`src/rtl/hdmi_tx_config_if.sv`:
```
// Pin and status bundle of the HDMI transmitter configurator.
// The master side is the configurator; the slave side is its surroundings.
interface hdmi_tx_config_if;
  logic       start;
  logic       hpd;
  logic       sda_in;
  logic       scl_oe;
  logic       sda_oe;
  logic       busy;
  logic       done;
  logic       error;
  logic [3:0] idx;

  modport master (
    input  start, hpd, sda_in,
    output scl_oe, sda_oe, busy, done, error, idx
  );
  modport slave (
    output start, hpd, sda_in,
    input  scl_oe, sda_oe, busy, done, error, idx
  );
endinterface

```
`src/rtl/hdmi_tx_config.sv`:
```
// I2C write-only configurator for an HDMI transmitter: after power settle it writes a
// fixed 12-entry register table, retrying NACKed entries, and re-runs on start or hot-plug.
module hdmi_tx_config #(
  parameter int unsigned CLK_HZ     = 50000000,
  parameter int unsigned I2C_HZ     = 100000,
  parameter logic [6:0]  DEV_ADDR   = 7'h39,
  parameter int unsigned PWR_CYCLES = 10000000,
  parameter int unsigned MAX_TRY    = 3
) (
  input logic              clock50,
  input logic              reset,
  hdmi_tx_config_if.master bus
);

  localparam int unsigned Q_RAW    = CLK_HZ / (4 * I2C_HZ);
  localparam int unsigned Q        = (Q_RAW == 0) ? 1 : Q_RAW;
  localparam int unsigned QW       = (Q > 1) ? $clog2(Q) : 1;
  localparam int unsigned PWR_LAST = (PWR_CYCLES > 0) ? PWR_CYCLES - 1 : 0;
  localparam int unsigned PW       = (PWR_CYCLES > 1) ? $clog2(PWR_CYCLES) : 1;
  localparam int unsigned TRY_LAST = (MAX_TRY > 0) ? MAX_TRY - 1 : 0;
  localparam int unsigned TW       = (MAX_TRY > 1) ? $clog2(MAX_TRY) : 1;
  localparam logic [3:0]  LAST_IDX = 4'd11;

  typedef enum logic [3:0] {
    IDLE, WAIT_PWR, START, BIT, ACK, STOP, GAP, DONE, ERR
  } state_e;

  state_e          state_q, state_d;
  logic [1:0]      phase_q, phase_d;
  logic [QW-1:0]   qcnt_q, qcnt_d;
  logic [2:0]      bit_q, bit_d;
  logic [1:0]      byte_q, byte_d;
  logic [TW-1:0]   try_q, try_d;
  logic [3:0]      idx_q, idx_d;
  logic [PW-1:0]   pwr_q, pwr_d;
  logic            nack_q, nack_d;
  logic            abort_q, abort_d;
  logic            armed_q, armed_d;
  logic            hpd_s1_q, hpd_s2_q, hpd_d3_q;
  logic            scl_oe_q, scl_oe_d;
  logic            sda_oe_q, sda_oe_d;
  logic            busy_q, busy_d;
  logic            done_q, done_d;
  logic            error_q, error_d;

  logic            tick_c, hpd_rise_c, hpd_fall_c, req_c;
  logic [15:0]     entry_c;
  logic [7:0]      cur_byte_c;

  function automatic logic [15:0] table_entry(input logic [3:0] i);
    logic [15:0] e;
    unique case (i)
      4'd0:    e = 16'h4110;
      4'd1:    e = 16'h9803;
      4'd2:    e = 16'h9AE0;
      4'd3:    e = 16'h9C30;
      4'd4:    e = 16'h9D61;
      4'd5:    e = 16'hA2A4;
      4'd6:    e = 16'hA3A4;
      4'd7:    e = 16'hE0D0;
      4'd8:    e = 16'hF900;
      4'd9:    e = 16'h1500;
      4'd10:   e = 16'h1630;
      default: e = 16'hAF06;
    endcase
    return e;
  endfunction

  assign tick_c     = (qcnt_q == QW'(Q - 1));
  assign hpd_rise_c = hpd_s2_q & ~hpd_d3_q;
  assign hpd_fall_c = ~hpd_s2_q & hpd_d3_q;
  // A start pulse and an hpd rise in the same cycle collapse into one request.
  assign req_c      = bus.start | hpd_rise_c;

  always_ff @(posedge clock50 or negedge reset) begin
    if (!reset) begin
      state_q  <= IDLE;
      phase_q  <= '0;
      qcnt_q   <= '0;
      bit_q    <= '0;
      byte_q   <= '0;
      try_q    <= '0;
      idx_q    <= '0;
      pwr_q    <= '0;
      nack_q   <= 1'b0;
      abort_q  <= 1'b0;
      armed_q  <= 1'b0;
      hpd_s1_q <= 1'b0;
      hpd_s2_q <= 1'b0;
      hpd_d3_q <= 1'b0;
      scl_oe_q <= 1'b0;
      sda_oe_q <= 1'b0;
      busy_q   <= 1'b0;
      done_q   <= 1'b0;
      error_q  <= 1'b0;
    end else begin
      state_q  <= state_d;
      phase_q  <= phase_d;
      qcnt_q   <= qcnt_d;
      bit_q    <= bit_d;
      byte_q   <= byte_d;
      try_q    <= try_d;
      idx_q    <= idx_d;
      pwr_q    <= pwr_d;
      nack_q   <= nack_d;
      abort_q  <= abort_d;
      armed_q  <= armed_d;
      hpd_s1_q <= bus.hpd;
      hpd_s2_q <= hpd_s1_q;
      hpd_d3_q <= hpd_s2_q;
      scl_oe_q <= scl_oe_d;
      sda_oe_q <= sda_oe_d;
      busy_q   <= busy_d;
      done_q   <= done_d;
      error_q  <= error_d;
    end
  end

  always_comb begin
    state_d    = state_q;
    phase_d    = phase_q;
    qcnt_d     = qcnt_q;
    bit_d      = bit_q;
    byte_d     = byte_q;
    try_d      = try_q;
    idx_d      = idx_q;
    pwr_d      = pwr_q;
    nack_d     = nack_q;
    abort_d    = abort_q;
    armed_d    = armed_q;
    entry_c    = '0;
    cur_byte_c = '0;
    scl_oe_d   = 1'b0;
    sda_oe_d   = 1'b0;
    busy_d     = 1'b0;
    done_d     = 1'b0;
    error_d    = 1'b0;

    // An unplug mid-transaction lets the wire protocol finish, then parks in IDLE.
    if (hpd_fall_c && busy_q) abort_d = 1'b1;

    unique case (state_q)
      IDLE: begin
        if (!armed_q || req_c) begin
          state_d = WAIT_PWR;
          armed_d = 1'b1;
          idx_d   = '0;
          try_d   = '0;
          pwr_d   = '0;
          abort_d = 1'b0;
        end
      end
      WAIT_PWR: begin
        if (hpd_fall_c) begin
          state_d = IDLE;
          abort_d = 1'b0;
        end else if (pwr_q == PW'(PWR_LAST)) begin
          state_d = START;
        end else begin
          pwr_d = pwr_q + PW'(1);
        end
      end
      START: begin
        if (tick_c) begin
          if (phase_q == 2'd2) begin
            state_d = BIT;
            bit_d   = 3'd7;
            byte_d  = 2'd0;
          end else begin
            phase_d = phase_q + 2'd1;
          end
        end
      end
      BIT: begin
        if (tick_c) begin
          phase_d = phase_q + 2'd1;
          if (phase_q == 2'd3) begin
            if (bit_q == 3'd0) state_d = ACK;
            else               bit_d   = bit_q - 3'd1;
          end
        end
      end
      ACK: begin
        if (tick_c) begin
          phase_d = phase_q + 2'd1;
          if (phase_q == 2'd2) begin
            nack_d = bus.sda_in;
          end else if (phase_q == 2'd3) begin
            if (nack_q || byte_q == 2'd2) begin
              state_d = STOP;
            end else begin
              state_d = BIT;
              byte_d  = byte_q + 2'd1;
              bit_d   = 3'd7;
            end
          end
        end
      end
      STOP: begin
        if (tick_c) begin
          if (phase_q == 2'd2) state_d = GAP;
          else                 phase_d = phase_q + 2'd1;
        end
      end
      GAP: begin
        if (tick_c) begin
          if (phase_q != 2'd3) begin
            phase_d = phase_q + 2'd1;
          end else if (abort_d) begin
            state_d = IDLE;
            abort_d = 1'b0;
          end else if (nack_q) begin
            if (try_q == TW'(TRY_LAST)) begin
              state_d = ERR;
            end else begin
              state_d = START;
              try_d   = try_q + TW'(1);
            end
          end else if (idx_q == LAST_IDX) begin
            state_d = DONE;
          end else begin
            state_d = START;
            idx_d   = idx_q + 4'd1;
            try_d   = '0;
          end
        end
      end
      DONE, ERR: begin
        if (hpd_fall_c && state_q == DONE) begin
          state_d = IDLE;
        end else if (req_c) begin
          state_d = WAIT_PWR;
          idx_d   = '0;
          try_d   = '0;
          pwr_d   = '0;
        end
      end
      default: state_d = IDLE;
    endcase

    if (state_d != state_q) begin
      qcnt_d  = '0;
      phase_d = 2'd0;
    end else if (tick_c) begin
      qcnt_d = '0;
    end else begin
      qcnt_d = qcnt_q + QW'(1);
    end

    // Line levels are decoded from the next state so the pins leave a flop.
    entry_c = table_entry(idx_d);
    unique case (byte_d)
      2'd0:    cur_byte_c = {DEV_ADDR, 1'b0};
      2'd1:    cur_byte_c = entry_c[15:8];
      default: cur_byte_c = entry_c[7:0];
    endcase

    unique case (state_d)
      START: begin
        sda_oe_d = (phase_d != 2'd0);
        scl_oe_d = (phase_d == 2'd2);
      end
      BIT: begin
        scl_oe_d = (phase_d == 2'd0) || (phase_d == 2'd3);
        sda_oe_d = ~cur_byte_c[bit_d];
      end
      ACK: begin
        scl_oe_d = (phase_d == 2'd0) || (phase_d == 2'd3);
      end
      STOP: begin
        scl_oe_d = (phase_d == 2'd0);
        sda_oe_d = (phase_d != 2'd2);
      end
      default: begin
        scl_oe_d = 1'b0;
        sda_oe_d = 1'b0;
      end
    endcase

    busy_d  = (state_d inside {WAIT_PWR, START, BIT, ACK, STOP, GAP});
    done_d  = (state_d == DONE);
    error_d = (state_d == ERR);
  end

  assign bus.scl_oe = scl_oe_q;
  assign bus.sda_oe = sda_oe_q;
  assign bus.busy   = busy_q;
  assign bus.done   = done_q;
  assign bus.error  = error_q;
  assign bus.idx    = idx_q;

endmodule
```
`src/flat_wrapper.sv`:
```
// flat-port wrapper written by rule: the top's interface ports become plain ports
module hdmi_tx_config_flat 
#(
  parameter int unsigned CLK_HZ     = 50000000,
  parameter int unsigned I2C_HZ     = 100000,
  parameter logic [6:0]  DEV_ADDR   = 7'h39,
  parameter int unsigned PWR_CYCLES = 10000000,
  parameter int unsigned MAX_TRY    = 3
)
  (clock50, reset, bus_start, bus_hpd, bus_sda_in, bus_scl_oe, bus_sda_oe, bus_busy, bus_done, bus_error, bus_idx);
  hdmi_tx_config_if bus_i ();
  input logic clock50;
  input logic reset;
  input wire logic [$bits(bus_i.start)-1:0] bus_start;
  input wire logic [$bits(bus_i.hpd)-1:0] bus_hpd;
  input wire logic [$bits(bus_i.sda_in)-1:0] bus_sda_in;
  output wire logic [$bits(bus_i.scl_oe)-1:0] bus_scl_oe;
  output wire logic [$bits(bus_i.sda_oe)-1:0] bus_sda_oe;
  output wire logic [$bits(bus_i.busy)-1:0] bus_busy;
  output wire logic [$bits(bus_i.done)-1:0] bus_done;
  output wire logic [$bits(bus_i.error)-1:0] bus_error;
  output wire logic [$bits(bus_i.idx)-1:0] bus_idx;
  assign bus_i.start = bus_start;
  assign bus_i.hpd = bus_hpd;
  assign bus_i.sda_in = bus_sda_in;
  assign bus_scl_oe = bus_i.scl_oe;
  assign bus_sda_oe = bus_i.sda_oe;
  assign bus_busy = bus_i.busy;
  assign bus_done = bus_i.done;
  assign bus_error = bus_i.error;
  assign bus_idx = bus_i.idx;
  hdmi_tx_config #(.CLK_HZ(CLK_HZ), .I2C_HZ(I2C_HZ), .DEV_ADDR(DEV_ADDR), .PWR_CYCLES(PWR_CYCLES), .MAX_TRY(MAX_TRY)) u_core (.clock50(clock50), .reset(reset), .bus(bus_i));
endmodule
```
`config.mk`:
```
export PLATFORM = sky130hd
export DESIGN_NAME = hdmi_tx_config_flat
export DESIGN_NICKNAME = d
export VERILOG_FILES = /design/src/rtl/hdmi_tx_config_if.sv /design/src/rtl/hdmi_tx_config.sv /design/src/flat_wrapper.sv
export SDC_FILE = /design/constraint.sdc
export NUM_CORES = 1
export LEC_CHECK = 0
export BUFFER_PORTS_ARGS = -buffer_cell sky130_fd_sc_hd__buf_2
export CELL_PAD_IN_SITES_DETAIL_PLACEMENT = 1
export CELL_PAD_IN_SITES_GLOBAL_PLACEMENT = 2
export CORE_AREA = 10 10 120 122
export DETAILED_ROUTE_END_ITERATION = 7
export DIE_AREA = 0 0 130 132
export GPL_TIMING_DRIVEN = 0
export PLACE_DENSITY = 0.74
export SLEW_MARGIN = 40
export SYNTH_ARGS = -nofsm -noshare
export SYNTH_HDL_FRONTEND = slang
export SYNTH_SLANG_ARGS = --single-unit
```
`constraint.sdc`:
```
create_clock -name clock50 -period 2.98 [get_ports clock50]
set_input_delay 0.596 -clock clock50 [delete_from_list [all_inputs] [get_ports clock50]]
set_output_delay 0.596 -clock clock50 [all_outputs]
set_load 0.02 [all_outputs]
```
**After elaboration in Yosys (flattened, before gate mapping)**

Memories as Yosys holds them, arrays and structs flattened.
Index checks and enable logic that the tools add are counted.

- Bits in registers: 59
- Memory bits (read-only): 240
- Input port bits: 5
- Output and inout bits: 9
- Word-level logic and storage cells: 180
- Memories: 1

Memory list:

| memory | words | bits a word | rd ports | clocked after memory_dff | write ports | RTL line | source |
|---|---|---|---|---|---|---|---|
| (no name shown) | 16 | 15 | 1 | 0 | 0 | hdmi_tx_config.sv:52 | `unique case (i)` |

- Add/subtract/negate cells: 7
- $lt $le $gt $ge: 1
- Equality and inequality tests: 39
- Muxes and demuxes: 85
- Bitwise operators: 6
- Reduce and logical (&&, ||, !) cells: 22

Operator list:

| cell | count |
|---|---|
| $mux W24 | 5 |
| $mux W4 | 28 |
| $pmux W24 S3 | 1 |
| $mux W2 | 21 |
| $mux W3 | 11 |
| $eq A4 B3 Y1 const B | 8 |
| $pmux W4 S8 | 1 |
| $add A24 B1 Y24 const B | 1 |
| $eq A24 B24 Y1 const B | 1 |
| $eq A4 B2 Y1 const B | 4 |
| $pmux W8 S2 | 1 |
| $mux W7 | 2 |
| $ne A2 B2 Y1 const B | 7 |
| $eq A2 B2 Y1 const B | 6 |
| $eq A4 B4 Y1 const B | 3 |
| $pmux W2 S3 | 2 |
| $pmux W4 S3 | 1 |
| $pmux W1 S3 | 3 |
| $pmux W3 S3 | 1 |
| $reduce_and A9 Y1 | 1 |
| $eq A4 B1 Y1 const B | 2 |
| $reduce_or A2 Y1 | 4 |
| $add A7 B1 Y7 const B | 1 |
| $eq A7 B7 Y1 const B | 1 |
| 27 further kinds | 44 |

**Depth between registers and ports, before layout**

An unclocked memory read counts as a cell.

- Depth after elaboration: 14
- Depth in mapped cells: 17
- Mapped depth without buffers: 16

**Worst setup path before layout**

Ideal clock, no wire load.

- Kind: register to register
- Start: register u_core.pwr_q[0]
- End: register u_core.sda_oe_q (netlist: u_core.bus.sda_oe)
- Library setup time: 0.084 ns
- Arrival: 3.156 ns
- Required time: 2.896 ns
- Slack: -0.260 ns
- Stages on the path, launching flop included: 16
- Buffers on the path: 2
- Period minus slack after synthesis: 3.240 ns
- Cells stage by stage: dfrtp_1 -> ha_1 -> and2_1 -> clkbuf_1 -> nand4_1 -> o211ai_1 -> nand4_1 -> buf_2 -> xnor2_1 -> nand4_1 -> a221oi_1 -> inv_1 -> ha_1 -> o31a_1 -> a41o_1 -> a41oi_2

- Word-level cells in the longest chain between the ends: 8
- Elaborated cells on any way between the ends: 12
- Classes of those cells: 6 x eq/ne; 5 x mux; 1 x reduce/logical

RTL lines:

| item | RTL line | source |
|---|---|---|
| start: declaration | hdmi_tx_config.sv:35 | `logic [PW-1:0] pwr_q, pwr_d;` |
| start signal: assignment | hdmi_tx_config.sv:104 | `pwr_q <= pwr_d;` |
| $eq A24 B24 Y1 (*) | hdmi_tx_config.sv:157 | `end else if (pwr_q == PW'(PWR_LAST)) begin` |
| $mux W4 (*) | hdmi_tx_config.sv:157 |  |
| $mux W4 (*) | hdmi_tx_config.sv:154 | `if (hpd_fall_c) begin` |
| $pmux W4 S8 (*) | hdmi_tx_config.sv:142 | `unique case (state_q)` |
| net u_core.state_d[0] | hdmi_tx_config.sv:28 | `state_e state_q, state_d;` |
| $ne A4 B4 Y1 (*) | hdmi_tx_config.sv:241 | `if (state_d != state_q) begin` |
| $mux W2 (*) | hdmi_tx_config.sv:241 |  |
| net u_core.phase_d[0] | hdmi_tx_config.sv:29 | `logic [1:0] phase_q, phase_d;` |
| $ne A2 B2 Y1 / $reduce_bool A2 Y1 (equally long branches) | hdmi_tx_config.sv:272, hdmi_tx_config.sv:260 |  |
| $pmux W1 S3 (*) | hdmi_tx_config.sv:258 | `unique case (state_d)` |
| net u_core.sda_oe_d | hdmi_tx_config.sv:41 | `logic sda_oe_q, sda_oe_d;` |
| end signal: assignment | hdmi_tx_config.sv:112 | `sda_oe_q <= sda_oe_d;` |
| end: declaration | hdmi_tx_config.sv:41 |  |

Mark *: on every way through the listed nets, which the timed path passes. The rest lies on a longest branch.
A chain may end at the register's enable or synchronous reset.

**Worst setup path in the final report**

- Start: register u_core.pwr_q[14]
- End: register u_core.sda_oe_q (netlist: u_core.bus.sda_oe)

The elaborated chain is that of the path after synthesis.

==> run summary <==
The end of the worst register-to-register path is u_core.bus.sda_oe. The number of H-tree levels came out at 3. The core region is 11900 um2. The final period demand of the worst path was 3.26 ns.

The later-pin clock latency in the skew report was 0.34 ns. The ratio of final minimum period to clock period was 1.09. Counting every net in the synthesized netlist gives 507. During synthesis, Yosys emitted a total of 0 warnings.

Counting along the longest clock path gives a buffer depth of 2. The number of global-route vias before repair was 4313; the global router's overall resource usage was 0.170. The internal portion of the total power is 2030 uW. The most used flip-flop cell after synthesis is sky130_fd_sc_hd__dfrtp_1.

For the relative max-transition margin, the log shows 0.660. CTS placed an instance of sky130_fd_sc_hd__clkbuf_16 at the clock tree root. The cell family contributing the most delay on the critical path was compound AO/OA/AOI/OAI gates. The cell count of the worst reg-to-reg path was 15; the wire length reported by the detailed router was 14100 um. After global routing the overflow that remains totals 0. Iteration-0 DRC count of the detailed router: 196. Summed over all instances, the cell type with the most area after synthesis is sky130_fd_sc_hd__dfrtp_1. Across the run, the number of max-cap violations was 0. The run gives 40 as the number of core rows.

The logic depth of the worst setup path including buffers was 15; the area added between synthesis and finish was 33.2%. The run gives 14 as the number of top-level design ports. The clock slew seen by the registers of the worst setup and hold paths was 0.06 ns; the global-route met2 utilization was 0.287. The detail route stage leaves a number of antenna-violating nets equal to 0. The final reports fail on negative setup slack. Among all cell types in the netlist, the one instantiated most often is sky130_fd_sc_hd__dfrtp_1.

The share of the synthesized area in the top cell type works out to 0.349. After global routing, the most crowded layer is met2. The fraction of layout cells with a size suffix above 1 was 0.318. The tools report the launching element of the worst setup path as u_core.pwr_q[14]. The routed via count divided by cell count came out at 5.73. For the global routing met1 resource utilization, the log shows 0.202. Most prevalent standard cell on the critical path: sky130_fd_sc_hd__nand4_1. For the mapped cell area, the log shows 4230 um2. The starting utilization of the core area is 0.355, and the final setup slack of the worst path is -0.276 ns. In this run the power density over the cells is 534 nW/um2. The tools report the power share of the combinational group as 0.320. Yosys attributes the largest share of cell area to sky130_fd_sc_hd__dfrtp_1 (35%), sky130_fd_sc_hd__ha_1 (5.9%), sky130_fd_sc_hd__nor2_1 (4.4%).

The switching portion of total power is 0.324. The hold-fix buffer count after cts came out at 0. The first global-routing pass estimated 23200 um of wire. The tools report the met3 routing resource usage after global routing as 0.0350. The number of standard cells in the final layout excluding fillers is 700, and the clock network power share is 0.370. The run gives 17200 um2 as the full die area. The tools report the total via count in the routed design as 4014. The tools report the count of endpoints failing setup in the final report as 15. The data required time at the worst endpoint was 3.24 ns; the worst-case vdd ir drop was 0.250 mV. The biggest fanout along the worst timing path is 5.

TritonCTS built the clock tree. The worst hold path class was input port to async pin. The share of synthesized area occupied by flip-flops and latches was 0.349.

The number of failing hold endpoints at the final stage was 0; the net load switching power was 974 uW. The tools report the routability-driven placement congestion ratio as 0.859. The signal on the critical path passes through nor4b_4, nand4_1, o211ai_1, nand4_1, buf_6, xnor2_2, nand4_1, a221oi_2, inv_2, buf_6, ha_2, inv_2, a21oi_2, a41o_1, a41oi_2.

The run finished, with violations left. Synthesis produced 482 cells. For the worst setup path, the data arrival time is 3.51 ns.

Between clock sinks in the finished design, the worst skew comes to 0.00868 ns. The repair_antennas step left the layout with diodes totalling 0. Sequential share of power: 0.310. The tightest hold path in the finished design has a slack of 0.142 ns. The die height was 132 um; the leakage power was 0.00244 uW. For this run, the detailed router's first-pass iteration total came to 4.

The count of flip-flops with a built-in enable after synthesis works out to 0. The post-detailed-placement half-perimeter wirelength is 9390 um. The horizontal die dimension came out at 130 um. The post-synthesis average cell area is 8.77 um2, and the synthesis-stage register bit count is 59. Timing would allow up to 307 MHz. Entering global routing, the biggest net connects 40 pins. The largest incremental delay on the critical path is 0.44 ns, and the initial antenna violation count is 0. By count the netlist is led by sky130_fd_sc_hd__dfrtp_1 (59), sky130_fd_sc_hd__nor2_1 (49), sky130_fd_sc_hd__nand2_1 (34). Total of buffers placed on input and output ports: 13. In this run, CTS created clock tree buffers numbering 9. The run gives 59 as the number of clock sinks. Setup repair after global routing could not meet its margin everywhere. The async set or reset register ratio after synthesis was 1.00. The type of the setup path with the least slack was flip-flop to flip-flop. The kind of start point of the critical path is a flip-flop. The slew at the pin closest to its max-slew limit came out at 0.509 ns. The element type at the critical path end is a flip-flop. Number of nets in the layout: 573.

For the distinct cell type count of the synthesized netlist, the log shows 80. The last element of the critical path was u_core.bus.sda_oe. For this run, design rule violations remaining after detail routing come to 0.

The count of final max-slew check failures came out at 0. On the critical path, the stage with the largest delay is an instance of sky130_fd_sc_hd__dfrtp_2. The per-cell routed wire length came out at 20.1 um. For the minimum setup slack among reg-to-reg paths, the log shows -0.28 ns. Counting both buffers and inverters, the worst setup path holds a total of 4.

The startpoint identified for the worst register-to-register timing path is u_core.pwr_q[14]. The number of placed instances, taps included, is 643.
[worst min-delay path by stage]
stage                            to  slack [ns]             from
finish              u_core.pwr_q[2]        0.14            reset
global route        u_core.pwr_q[0]        0.15            reset
CTS                 u_core.pwr_q[2]        0.15            reset
detailed placement  u_core.hpd_s2_q        0.36  u_core.hpd_s1_q
global placement    u_core.hpd_s2_q        0.34  u_core.hpd_s1_q
floorplan            u_core.abort_q        0.30            reset
[metal layers]
metal | vias to the layer above | routed length (um)
li1 | 1890 | -
met1 | 2016 | 6060
met2 | 77 | 7150
met3 | 31 | 400
met4 | 0 | 471
met5 | - | 0
[repair_timing]
| item | CTS | global route |
|---|---|---|
| setup endpoints to repair | 35 | 23 |
| pin swaps | 25 | 12 |
| setup buffers | 34 | 9 |
| cloned | 1 | 0 |
| resized for setup | 72 | 28 |
[sequential cells by signal, indices dropped and copies added, names as in the netlist, 2 cells and up]
| signal | count |
|---|---|
| u_core.byte_q | 2 |
| u_core.state_q | 4 |
| u_core.phase_q | 2 |
| u_core.bit_q | 3 |
| u_core.try_q | 2 |
| u_core.bus.idx | 4 |
| u_core.qcnt_q | 7 |
| u_core.pwr_q | 24 |
[through the flow]
step	setup WS [ns]	TNS, ns	util	total power [uW]	instance area, um2
after floorplan	-0.0539	-0.0539	-	1370	4310
after global placement	-0.915	-18.31	0.383	1560	4560
after detailed placement	-0.953	-18.88	0.385	1570	4580
after CTS	-0.249	-1.01	0.461	2960	5490
after global routing	-0.450	-3.09	0.473	3160	5630
final	-0.276	-0.657	0.473	3010	5630
[logic make-up after synthesis]
group / Yosys count / share of synthesized area
DFF: 59 / 0.349
xor gates and xnor gates: 17 / 0.0352
and+or+nand+nor: 209 / 0.285
buffers and inverters: 54 / 0.0601
muxes: 8 / 0.0204
AOI/OAI and AO/OA: 115 / 0.191
adders and majority gates: 20 / 0.0592
[cell usage in the layout (no fill, tap or decap), types with 4 or more instances in the layout]
| master | instances |
|---|---|
| sky130_fd_sc_hd__and4_1 | 5 |
| sky130_fd_sc_hd__dfrtp_2 | 5 |
| sky130_fd_sc_hd__xor2_1 | 13 |
| sky130_fd_sc_hd__buf_6 | 13 |
| sky130_fd_sc_hd__clkbuf_1 | 7 |
| sky130_fd_sc_hd__ha_1 | 12 |
| sky130_fd_sc_hd__o211ai_1 | 4 |
| sky130_fd_sc_hd__and3_1 | 11 |
| sky130_fd_sc_hd__nand2b_1 | 6 |
| sky130_fd_sc_hd__inv_2 | 7 |
| sky130_fd_sc_hd__nand4_1 | 18 |
| sky130_fd_sc_hd__dfrtp_1 | 54 |
| sky130_fd_sc_hd__nor2b_1 | 5 |
| sky130_fd_sc_hd__ha_4 | 7 |
| sky130_fd_sc_hd__nand3_1 | 11 |
| sky130_fd_sc_hd__and2_1 | 6 |
| sky130_fd_sc_hd__o21ai_0 | 17 |
| sky130_fd_sc_hd__nor2_1 | 48 |
| sky130_fd_sc_hd__nor4_1 | 5 |
| sky130_fd_sc_hd__clkbuf_16 | 9 |
| sky130_fd_sc_hd__nand3b_1 | 5 |
| sky130_fd_sc_hd__inv_1 | 20 |
| sky130_fd_sc_hd__o21ai_2 | 5 |
| sky130_fd_sc_hd__a21oi_1 | 24 |
| sky130_fd_sc_hd__buf_2 | 16 |
| sky130_fd_sc_hd__o21ai_1 | 9 |
| sky130_fd_sc_hd__nand2_1 | 34 |
| sky130_fd_sc_hd__o31ai_1 | 4 |
| sky130_fd_sc_hd__buf_4 | 39 |
| sky130_fd_sc_hd__a31oi_1 | 10 |
| sky130_fd_sc_hd__nor3_1 | 7 |
| sky130_fd_sc_hd__clkinv_2 | 4 |
[final cells by class]
type	count	area (um2)
fillers	1376	6280
multi-input cells	370	2910
flip-flops and latches	59	1480
repair buffers	57	438
clock buffers	10	229
plain buffers	23	201
well taps	147	184
inverters	28	108
clock inverters	6	80.1
[power groups by stage]
stage / sequential, uW / combinational [uW] / clock, uW
6_report: 932 / 962 / 1110
3_3_place_gp: 929 / 630 / 0
2_1_floorplan: 928 / 441 / 0
4_1_cts: 929 / 895 / 1140
5_1_grt: 943 / 1040 / 1170
3_5_place_dp: 932 / 642 / 0
Power figures use the tool's default switching activity.
